`config.mk`:
```
export PLATFORM = sky130hd
export DESIGN_NAME = instruction_fetch
export DESIGN_NICKNAME = d
export VERILOG_FILES = /design/src/rtl/instruction_fetch.sv
export SDC_FILE = /design/constraint.sdc
export NUM_CORES = 1
export LEC_CHECK = 0
export BUFFER_PORTS_ARGS = -buffer_cell sky130_fd_sc_hd__clkbuf_2
export CORE_ASPECT_RATIO = 1.5
export CORE_UTILIZATION = 49
export DETAILED_ROUTE_END_ITERATION = 6
export GPL_TIMING_DRIVEN = 1
export PLACE_DENSITY = 0.84
export SLEW_MARGIN = 40
export SYNTH_ARGS = -nofsm -noshare
export SYNTH_HDL_FRONTEND = slang
export SYNTH_SLANG_ARGS = --single-unit
```
`constraint.sdc`:
```
create_clock -name clk -period 3.75 [get_ports clk]
set_input_delay 0 -clock clk [delete_from_list [all_inputs] [get_ports clk]]
set_output_delay 0 -clock clk [all_outputs]
set_load 0.01 [all_outputs]
```
`src/rtl/instruction_fetch.sv`:
```
// Instruction fetch unit: requests one word at a time from instruction
// memory, holds it for the decoder and flags a sticky fetch timeout.
module instruction_fetch #(
   parameter int unsigned TIMEOUT = 15
) (
   input  logic        clk,
   input  logic        rst_n,
   input  logic [15:0] i_addr,
   output logic        pc_inc,
   input  logic        flush,
   input  logic        halt,
   output logic        mem_rd,
   output logic [15:0] mem_addr,
   input  logic        mem_ack,
   input  logic [15:0] mem_data,
   output logic [15:0] instr,
   output logic        instr_valid,
   input  logic        instr_ready,
   output logic        fetch_err
);

   localparam logic [7:0] TMO = 8'(TIMEOUT);

   typedef enum logic [2:0] {
      S_IDLE,
      S_FETCH,
      S_FULL,
      S_FLUSH,
      S_ERROR
   } state_t;

   state_t      state_q;
   state_t      state_d;
   logic [7:0]  wait_q;
   logic [7:0]  wait_d;
   logic [7:0]  wait_inc;
   logic        init_q;
   logic [15:0] instr_q;
   logic        valid_q;
   logic        pc_q;
   logic        rd_q;
   logic        err_q;
   logic        capture;

   assign wait_inc = wait_q + 8'd1;
   assign capture  = (state_q == S_FETCH) && (state_d == S_FULL);

   // Next state: flush wins over everything, including ack and ready.
   always_comb begin
      state_d = state_q;
      if (flush) begin
         state_d = S_FLUSH;
      end else begin
         case (state_q)
            S_IDLE: begin
               if (init_q && !halt) state_d = S_FETCH;
            end
            S_FETCH: begin
               if (mem_ack) begin
                  state_d = S_FULL;
               end else if (wait_inc == TMO) begin
                  state_d = S_ERROR;
               end
            end
            S_FULL: begin
               if (instr_ready) begin
                  state_d = halt ? S_IDLE : S_FETCH;
               end
            end
            S_FLUSH: begin
               state_d = halt ? S_IDLE : S_FETCH;
            end
            S_ERROR: begin
               state_d = S_ERROR;
            end
            default: begin
               state_d = S_IDLE;
            end
         endcase
      end
   end

   // Wait counter: zero on FETCH entry, counts ack-less FETCH cycles.
   always_comb begin
      wait_d = wait_q;
      if (state_d == S_FETCH && state_q != S_FETCH) begin
         wait_d = 8'd0;
      end else if (state_q == S_FETCH && !mem_ack && !flush) begin
         wait_d = wait_inc;
      end
   end

   // All state and registered outputs; init_q delays the first fetch
   // by one edge after reset release.
   always_ff @(posedge clk or negedge rst_n) begin
      if (!rst_n) begin
         state_q <= S_IDLE;
         wait_q  <= 8'd0;
         init_q  <= 1'b0;
         instr_q <= 16'h0000;
         valid_q <= 1'b0;
         pc_q    <= 1'b0;
         rd_q    <= 1'b0;
         err_q   <= 1'b0;
      end else begin
         state_q <= state_d;
         wait_q  <= wait_d;
         init_q  <= 1'b1;
         rd_q    <= (state_d == S_FETCH);
         valid_q <= (state_d == S_FULL);
         err_q   <= (state_d == S_ERROR);
         pc_q    <= capture;
         if (capture) begin
            instr_q <= mem_data;
         end
      end
   end

   assign mem_rd      = rd_q;
   assign mem_addr    = rd_q ? i_addr : 16'h0000;
   assign instr       = instr_q;
   assign instr_valid = valid_q;
   assign fetch_err   = err_q;
   // A flush in the pulse cycle cancels the increment.
   assign pc_inc      = pc_q & ~flush;

endmodule

```
# Word level (Yosys, flattened, before mapping)
# Cells that the tools add are included.
[classes] add_sub_neg=1 eq_ne=9 mux=10 bitwise=2 n_reduce_logical=10
[ops] cell="2-to-1 mux 16 bit" n=1
[ops] cell="2-to-1 mux 8 bit" n=2
[ops] cell="2-to-1 mux 3 bit" n=5
[ops] cell="one-hot mux 3 bit (5 select lines)" n=1
[ops] cell="== test 3 x 2 -> 1 bit, second input constant" n=3
[ops] cell="adder 8 x 1 -> 8 bit, second input constant" n=1
[ops] cell="== test 8 x 4 -> 1 bit, second input constant" n=1
[ops] cell="== test 3 x 1 -> 1 bit, second input constant" n=2
[ops] cell="== test 3 bit, second input constant" n=2
[ops] cell="logical AND 1 bit" n=5
[ops] cell="zero test 1 bit" n=3
[ops] cell="zero test 3 bit" n=1
[ops] cell="!= test 3 x 1 -> 1 bit, second input constant" n=1
[ops] cell="nonzero test 2 bit" n=1
[ops] cell="AND 1 bit" n=1
[ops] cell="2-to-1 mux 1 bit" n=1
[ops] cell="NOT 1 bit" n=1
[word_totals] register_bits=32 in_bits=38 out_inout_bits=36

# Depth between registers and ports, before layout
# Gate-level depths: netlist of the first run.
[depth] ltp_word=9 ltp_mapped=6

# Worst setup path before layout of the first run
# No wires, ideal clock.
[synth_path] kind="flip-flop to flip-flop" start="register state_q[1]" end="register wait_q[2]" arrival_time_ns=1.480 slack_ns=2.141 stages_incl_launch_ff=5 n_path_buf=0 synth_period_minus_slack_ns=1.609 cell_sequence="dfrtp_1 or3b_1 a211o_1 nor3_4 nor2_1"
[synth_via] elab_chain_cells=7
[synth_lines] element="start, declared" line_no="32" rtl="state_t state_q;"
[synth_lines] element="start signal, assigned" line_no="106" rtl="state_q <= state_d;"
[synth_lines] element="2-to-1 mux 3 bit" line_no="61" rtl="end else if (wait_inc == TMO) begin"
[synth_lines] element="2-to-1 mux 3 bit" line_no="59" rtl="if (mem_ack) begin"
[synth_lines] element="one-hot mux 3 bit (5 select lines)" line_no="54" rtl="case (state_q)"
[synth_lines] element="2-to-1 mux 3 bit" line_no="51" rtl="if (flush) begin"
[synth_lines] element="== test 3 x 1 -> 1 bit" line_no="86" rtl="if (state_d == S_FETCH && state_q != S_FETCH) begin"
[synth_lines] element="logical AND 1 bit" line_no="86"
[synth_lines] element="2-to-1 mux 8 bit or nonzero test 2 bit (tied branches)"
[synth_lines] element="end signal, assigned" line_no="107" rtl="wait_q <= wait_d;"
[synth_lines] element="end, declared" line_no="34" rtl="logic [7:0] wait_q;"
# Parallel ways exist; a longest one is shown, timed or not.
# A chain may end at the register's enable or synchronous reset.

# Worst setup path in the final report of the first run
[layout_path] start="register state_q[1]" end="register wait_q[6]"
# The elaborated chain is that of the path after synthesis.

==> flow_summary_export.csv, run 1 <==
group,metric,value,unit
power,finalPower,1.06,mW
critical_path,worst_ep_required_time,3910,ps
yosys,async_flop_share,1.00,
yosys,synthesis.nets,174,
timing,setup_viol,0,
clock_network,clockBufferDepth,2,
worst_hold_path,holdPathStages,2,
worst_hold_path,worstHoldStart,"flush",
global_routing,grt_pass1_vias,1409,
placement,place_area,1960,µm²
clock_network,cts_tree,"built",
layout,n_antenna_cell,0,
timing,slew_viol_final,0,
critical_path,critPathLaunchType,"flip-flop",
layout,stdcell_area,2240,µm²
critical_path,cp-end-kind,"flip-flop",
yosys,synth_ff_type,"dfrtp_1",
routing,via_count,1385,
power,p_per_area,472,nW/µm²
clock_network,clkTransAtPathRegs,70,ps
critical_path,crit_type,"reg2reg",
global_routing,grt_pass1_wl,5.93,mm
power,swShare,0.295,
power,p_switching,0.312,mW
placement,gp_congestion,0.889,
routing,routed_wl,3.72,mm
timing,period_minus_slack,1780,ps
yosys,postSynthAreaPerCell,11.7,µm²
timing,period_share,0.475,
clock_network,htree_levels,2,
critical_path,crit_chain,"or3b_1 -> a211o_1 -> nor3_4 -> nor2_1",
placement,dp_hpwl,2.46,mm
timing,fin_skew,4.09,ps
yosys,synth-edff-count,0,
routing,wire_per_inst,13.9,µm
power,leakagePower,1.15,nW
timing,grt_setup_unrepaired,"no",
yosys,synth_cells,134,
routing,vias_per_cell,5.19,
critical_path,reg2reg_depth,4,
timing,tightest_slew,689,ps
layout,fillers,211,
critical_path,cp-startpoint,"state_q[1]$_DFF_PN0_",
timing,fmax,561,MHz
global_routing,grt_start_max_net_pins,33,
critical_path,max_stage_delay,460,ps
die,coreArea,2970,µm²
clock_network,root_buffer,"clkbuf_8",
critical_path,cp_slowest_cell,"dfrtp_1",
routing,ant_nets,0,
die,die_height,71.2,µm
timing,fin_ws,1970,ps
layout,most-common-layout-cells,"72 x clkbuf_2, 32 x dfrtp_1, 17 x and2_1, 17 x dlygate4sd3_1, 16 x mux2_2",
critical_path,cp_max_fo,8,
power,ir_worst_vdd,0.458,mV
global_routing,grt_usage,0.242,
timing,hold_violations,0,
die,pin_count,74,
layout,final_common_cell,"clkbuf_2",
clock_network,ctsResizeCount,0,
critical_path,r2r_start,"state_q[1]$_DFF_PN0_",
timing,max_slew_margin,0.541,
yosys,synthDistinctLibCells,38,
worst_hold_path,hold_class,"in2reg",
layout,fin_nets,267,
flow_run,maxCapViolCount,0,
yosys,yosysWarnings,0,
routing,drtIter0Drc,41,
yosys,syn_area,1570,µm²
placement,dp_slack,1990,ps
die,initial_core_util,0.527,
yosys,ys_seq_area_frac,0.512,
timing,finalSetupTns,0,ps
critical_path,crit_arrival,1940,ps
clock_network,cts_inserted_buffers,5,
clock_network,clk_latency,280,ps
layout,area_growth,42.9,%
power,p_clk_frac,0.312,
run_status,status,"completed",
die,dieArea,3430,µm²
die,die-width,48.1,µm
global_routing,antenna_found_initial,0,
yosys,synth_seq_cells,32,
power,intPower,0.744,mW
global_routing,gr-total-overflow,0,
placement,io_buffers,73,
clock_network,clkSinkCount,32,
die,rows,24,
power,p_seq_frac,0.439,
routing,route.detailed.drc,0,
layout,drive_gt1_frac,0.461,
routing,dr.pass1.iters,4,
power,p_comb_frac,0.249,
critical path, delay by kind of cell (launching register included):
| kind | cells | cell delay [ps] |
|---|---|---|
| DFF | 1 | 460 |
| AOI/OAI and AO/OA | 1 | 360 |
| and+or+nand+nor | 3 | 850 |
state kept, by name, indices dropped and copies added, names as in the netlist:
register	flops
fetch_err	1
init_q	1
instr	16
instr_valid	1
mem_rd	1
pc_q	1
state_q	3
wait_q	8
logic make-up after synthesis:
group | after synthesis | share of synthesized area
buffers and inverters | 6 | 0.0200
flip-flops | 32 | 0.512
adder cells (fa/ha/maj) | 2 | 0.0160
AND/OR/NAND/NOR | 56 | 0.238
other | 1 | 0.00240
AO/OA/AOI/OAI | 13 | 0.0520
multiplexers | 16 | 0.115
XOR/XNOR | 8 | 0.0448
power groups by stage:
stage / sequential [mW] / combinational [mW] / clock [mW]
floorplan: 0.482 / 0.112 / 0
global placement: 0.460 / 0.236 / 0
detailed placement: 0.467 / 0.243 / 0
CTS: 0.461 / 0.259 / 0.330
global route: 0.473 / 0.288 / 0.345
finish: 0.464 / 0.263 / 0.329
cell type report:
| type | count | area (µm²) | share of cell area |
|---|---|---|---|
| repair buffers | 90 | 536 | 0.239 |
| clock inverters | 3 | 42.5 | 0.0190 |
| well taps | 39 | 48.8 | 0.0218 |
| flip-flops and latches | 32 | 801 | 0.358 |
| multi-input cells | 96 | 733 | 0.328 |
| inverters | 2 | 7.51 | 0.00336 |
| clock buffers | 5 | 68.8 | 0.0308 |
metal layers:
| metal | track usage | vias to the layer above | wire length (µm) | part of all wire |
|---|---|---|---|---|
| met1 | 0.271 | 650 | 1380 | 0.37 |
| met2 | 0.410 | 76 | 1980 | 0.53 |
| li1 | - | 651 | - | - |
| met4 | 0.114 | 0 | 88 | 0.024 |
| met3 | 0.0529 | 8 | 272 | 0.073 |
| met5 | 0 | - | 0 | 0 |
Yosys cell counts (2+ instances only):
cell       n  area, µm²
dfrtp_1   32        801
mux2_2    16        180
or3b_1     2       17.5
a211oi_1   2       15.0
nor3b_1    2       15.0
nand4_1    5       31.3
nand2_1    4       15.0
a21oi_1    4       20.0
nor2b_1    2       12.5
and2_1    17        106
inv_1      2       7.51
ha_1       2       25.0
o21ai_0    3       15.0
clkbuf_1   2       7.51
xor2_1     6       52.6
or2_2      2       12.5
xnor2_1    2       17.5
nor2_1     9       33.8
metrics by stage:
step            util  hold slack (ps)  std cells
2_1_floorplan      -             -296        134
3_3_place_gp   0.658             90.1        242
3_5_place_dp   0.658              110        242
4_1_cts        0.753             85.6        267
5_1_grt        0.753              102        267
6_report       0.753             84.9        267
final timing paths:
kind	end	slack, ps
max	wait_q[6]$_DFFE_PN0P_	1970
min reg2reg	instr[13]$_DFFE_PN0P_	510
min in group asynchronous	wait_q[6]$_DFFE_PN0P_	290
min	instr_valid$_DFF_PN0_	80
max in group asynchronous	state_q[1]$_DFF_PN0_	3010
max reg2reg	wait_q[6]$_DFFE_PN0P_	1970
repair_timing:
action,in CTS,in global routing
buffers inserted,0,0
endpoints found under the hold margin,48,0
hold buffers,17,0
(Power assumes the default switching activity.)
==> run 2, diff against run 1 <==
--- a/config.mk
+++ b/config.mk
@@ -7,10 +7,10 @@
 export LEC_CHECK = 0
 export BUFFER_PORTS_ARGS = -buffer_cell sky130_fd_sc_hd__clkbuf_2
 export CORE_ASPECT_RATIO = 1.5
-export CORE_UTILIZATION = 49
+export CORE_UTILIZATION = 46
 export DETAILED_ROUTE_END_ITERATION = 6
 export GPL_TIMING_DRIVEN = 1
-export PLACE_DENSITY = 0.84
+export PLACE_DENSITY = 0.79
 export SLEW_MARGIN = 40
 export SYNTH_ARGS = -nofsm -noshare
 export SYNTH_HDL_FRONTEND = slang
==> constraint.sdc (replaced) <==
create_clock -name clk -period 1.7 [get_ports clk]
set_input_delay 0 -clock clk [delete_from_list [all_inputs] [get_ports clk]]
set_output_delay 0 -clock clk [all_outputs]
set_load 0.01 [all_outputs]
==> run 2 against run 1 <==
Against the previous run: the run now ends with negative setup slack left; sequential cell count is the same; first-iteration DRC count down 54%; hold slack worse by 21 ps; critical endpoint is now wait_q[5]$_DFFE_PN0P_; largest cell class unchanged; highest routed layer unchanged.
==> flow_summary_export.csv, run 2 (synthesis results as in run 1) <==
group,metric,value,unit
critical_path,worst_ep_required_time,1880,ps
layout,fin_nets,272,
global_routing,gr-total-overflow,0,
critical_path,cp_slowest_cell,"dfrtp_2",
timing,slew_viol_final,0,
routing,ant_nets,0,
timing,fin_ws,-1.25,ps
clock_network,cts_inserted_buffers,5,
critical_path,crit_arrival,1880,ps
timing,fmax,588,MHz
global_routing,grt_pass1_vias,1447,
die,initial_core_util,0.491,
power,ir_worst_vdd,0.971,mV
global_routing,antenna_found_initial,0,
critical_path,crit_type,"reg2reg",
timing,grt_setup_unrepaired,"yes",
critical_path,cp-end-kind,"flip-flop",
timing,hold_violations,0,
placement,io_buffers,73,
layout,seqCellArea,802,µm²
die,die_height,73.4,µm
global_routing,grt_pass1_wl,6.08,mm
layout,fillers,231,
routing,via_count,1382,
clock_network,clkTransAtPathRegs,70,ps
clock_network,clkSinkCount,32,
timing,tightest_slew,690,ps
layout,n_antenna_cell,0,
clock_network,htree_levels,2,
routing,vias_per_cell,5.06,
routing,route.detailed.drc,0,
layout,final_common_cell,"clkbuf_2",
flow_run,maxCapViolCount,0,
routing,drtIter0Drc,19,
clock_network,clk_latency,290,ps
run_status,violations,"negative setup slack",
critical_path,cp_max_fo,8,
die,dieArea,3640,µm²
layout,area_growth,46.3,%
timing,fin_skew,6.50,ps
timing,period_minus_slack,1700,ps
die,rows,25,
die,die-width,49.6,µm
worst_hold_path,hold_class,"in2reg",
routing,routed_wl,3.62,mm
clock_network,cts_tree,"built",
run_status,status,"complete, but fails checks",
die,coreArea,3190,µm²
timing,period_share,1.00,
placement,gp_congestion,0.841,
die,pin_count,74,
layout,most-common-layout-cells,"72 x clkbuf_2, 31 x dfrtp_1, 17 x and2_1, 17 x dlygate4sd3_1, 16 x mux2_2",
routing,wire_per_inst,13.3,µm
global_routing,grt_usage,0.222,
placement,dp.cells,246,
worst_hold_path,holdPathStages,2,
routing,dr.pass1.iters,4,
timing,max_slew_margin,0.540,
power,p_per_area,1020,nW/µm²
layout,fin_cells,273,
critical_path,reg2reg_depth,5,
timing,setup_viol,3,
critical_path,crit_chain,"or3b_1 -> a211o_1 -> nor3_4 -> buf_6 -> nor2_1",
power,leakagePower,1.17,nW
layout,drive_gt1_frac,0.485,
placement,dp_hpwl,2.50,mm
clock_network,root_buffer,"clkbuf_8",
layout,multi_input_area,746,µm²
clock_network,clockBufferDepth,2,
critical_path,critPathLaunchType,"flip-flop",
critical_path,max_stage_delay,440,ps
layout,final_util,0.718,
layout,largest_register_ffs,16,
global_routing,grt_start_max_net_pins,33,
run 2: report_power, final:
group | switching, mW | internal, mW | leakage (nW)
Sequential | 0.107 | 0.907 | 0.402
Combinational | 0.277 | 0.318 | 0.712
Clock | 0.282 | 0.435 | 0.0552
run 2: what timing repair did:
item,4_1_cts,5_1_grt
hold endpoints to repair,48,0
endpoints found under the setup margin,8,8
pin swaps,2,7
hold buffers,17,0
resized for setup,1,4
setup buffers,0,2
run 2: worst paths after layout:
| kind | slack (ps) | end | startpoint |
|---|---|---|---|
| max | -1 | wait_q[5]$_DFFE_PN0P_ | state_q[0]$_DFF_PN0_ |
| min | 60 | instr_valid$_DFF_PN0_ | flush |
| max reg2reg | -1 | wait_q[5]$_DFFE_PN0P_ | state_q[0]$_DFF_PN0_ |
| min reg2reg | 510 | instr[0]$_DFFE_PN0P_ | instr[0]$_DFFE_PN0P_ |
| max in group asynchronous | 920 | state_q[0]$_DFF_PN0_ | rst_n |
| min in group asynchronous | 290 | init_q$_DFF_PN0_ | rst_n |
run 2: stage by stage:
step / power [mW] / instance area, µm² / setup WS [ps] / hold WS (ps) / TNS [ps]
4_1_cts: 2.33 / 2260 / 35.3 / 63.6 / 0
2_1_floorplan: 1.31 / 1570 / 91.1 / -296 / 0
6_report: 2.33 / 2290 / -1.25 / 63.7 / -2.38
3_5_place_dp: 1.58 / 1980 / -8.52 / 118 / -23.3
5_1_grt: 2.44 / 2290 / -70.8 / 87.1 / -463
3_3_place_gp: 1.54 / 1980 / 47.4 / 95.3 / 0
run 2: area by class of cell:
cell class,instances,share of cell area
Sequential cell,32,0.350
Clock buffer,6,0.0317
Clock inverter,2,0.0153
Inverter,2,0.00328
Tap cell,40,0.0219
Timing Repair Buffer,95,0.252
Multi-Input combinational cell,96,0.326
run 2: critical path, delay by kind of cell (launching register included):
family | cells | cell delay (ps)
flops | 1 | 440
compound gates | 1 | 350
simple gates | 3 | 660
buf+inv | 1 | 150
run 2: per-layer routing:
layer / track usage / routed length (µm) / vias to the layer above / part of all wire
met2: 0.413 / 1990 / 68 / 0.55
met4: 0.114 / 77 / 0 / 0.021
li1: - / - / 657 / -
met3: 0.0621 / 259 / 8 / 0.072
met1: 0.222 / 1290 / 649 / 0.36
met5: 0 / 0 / - / 0
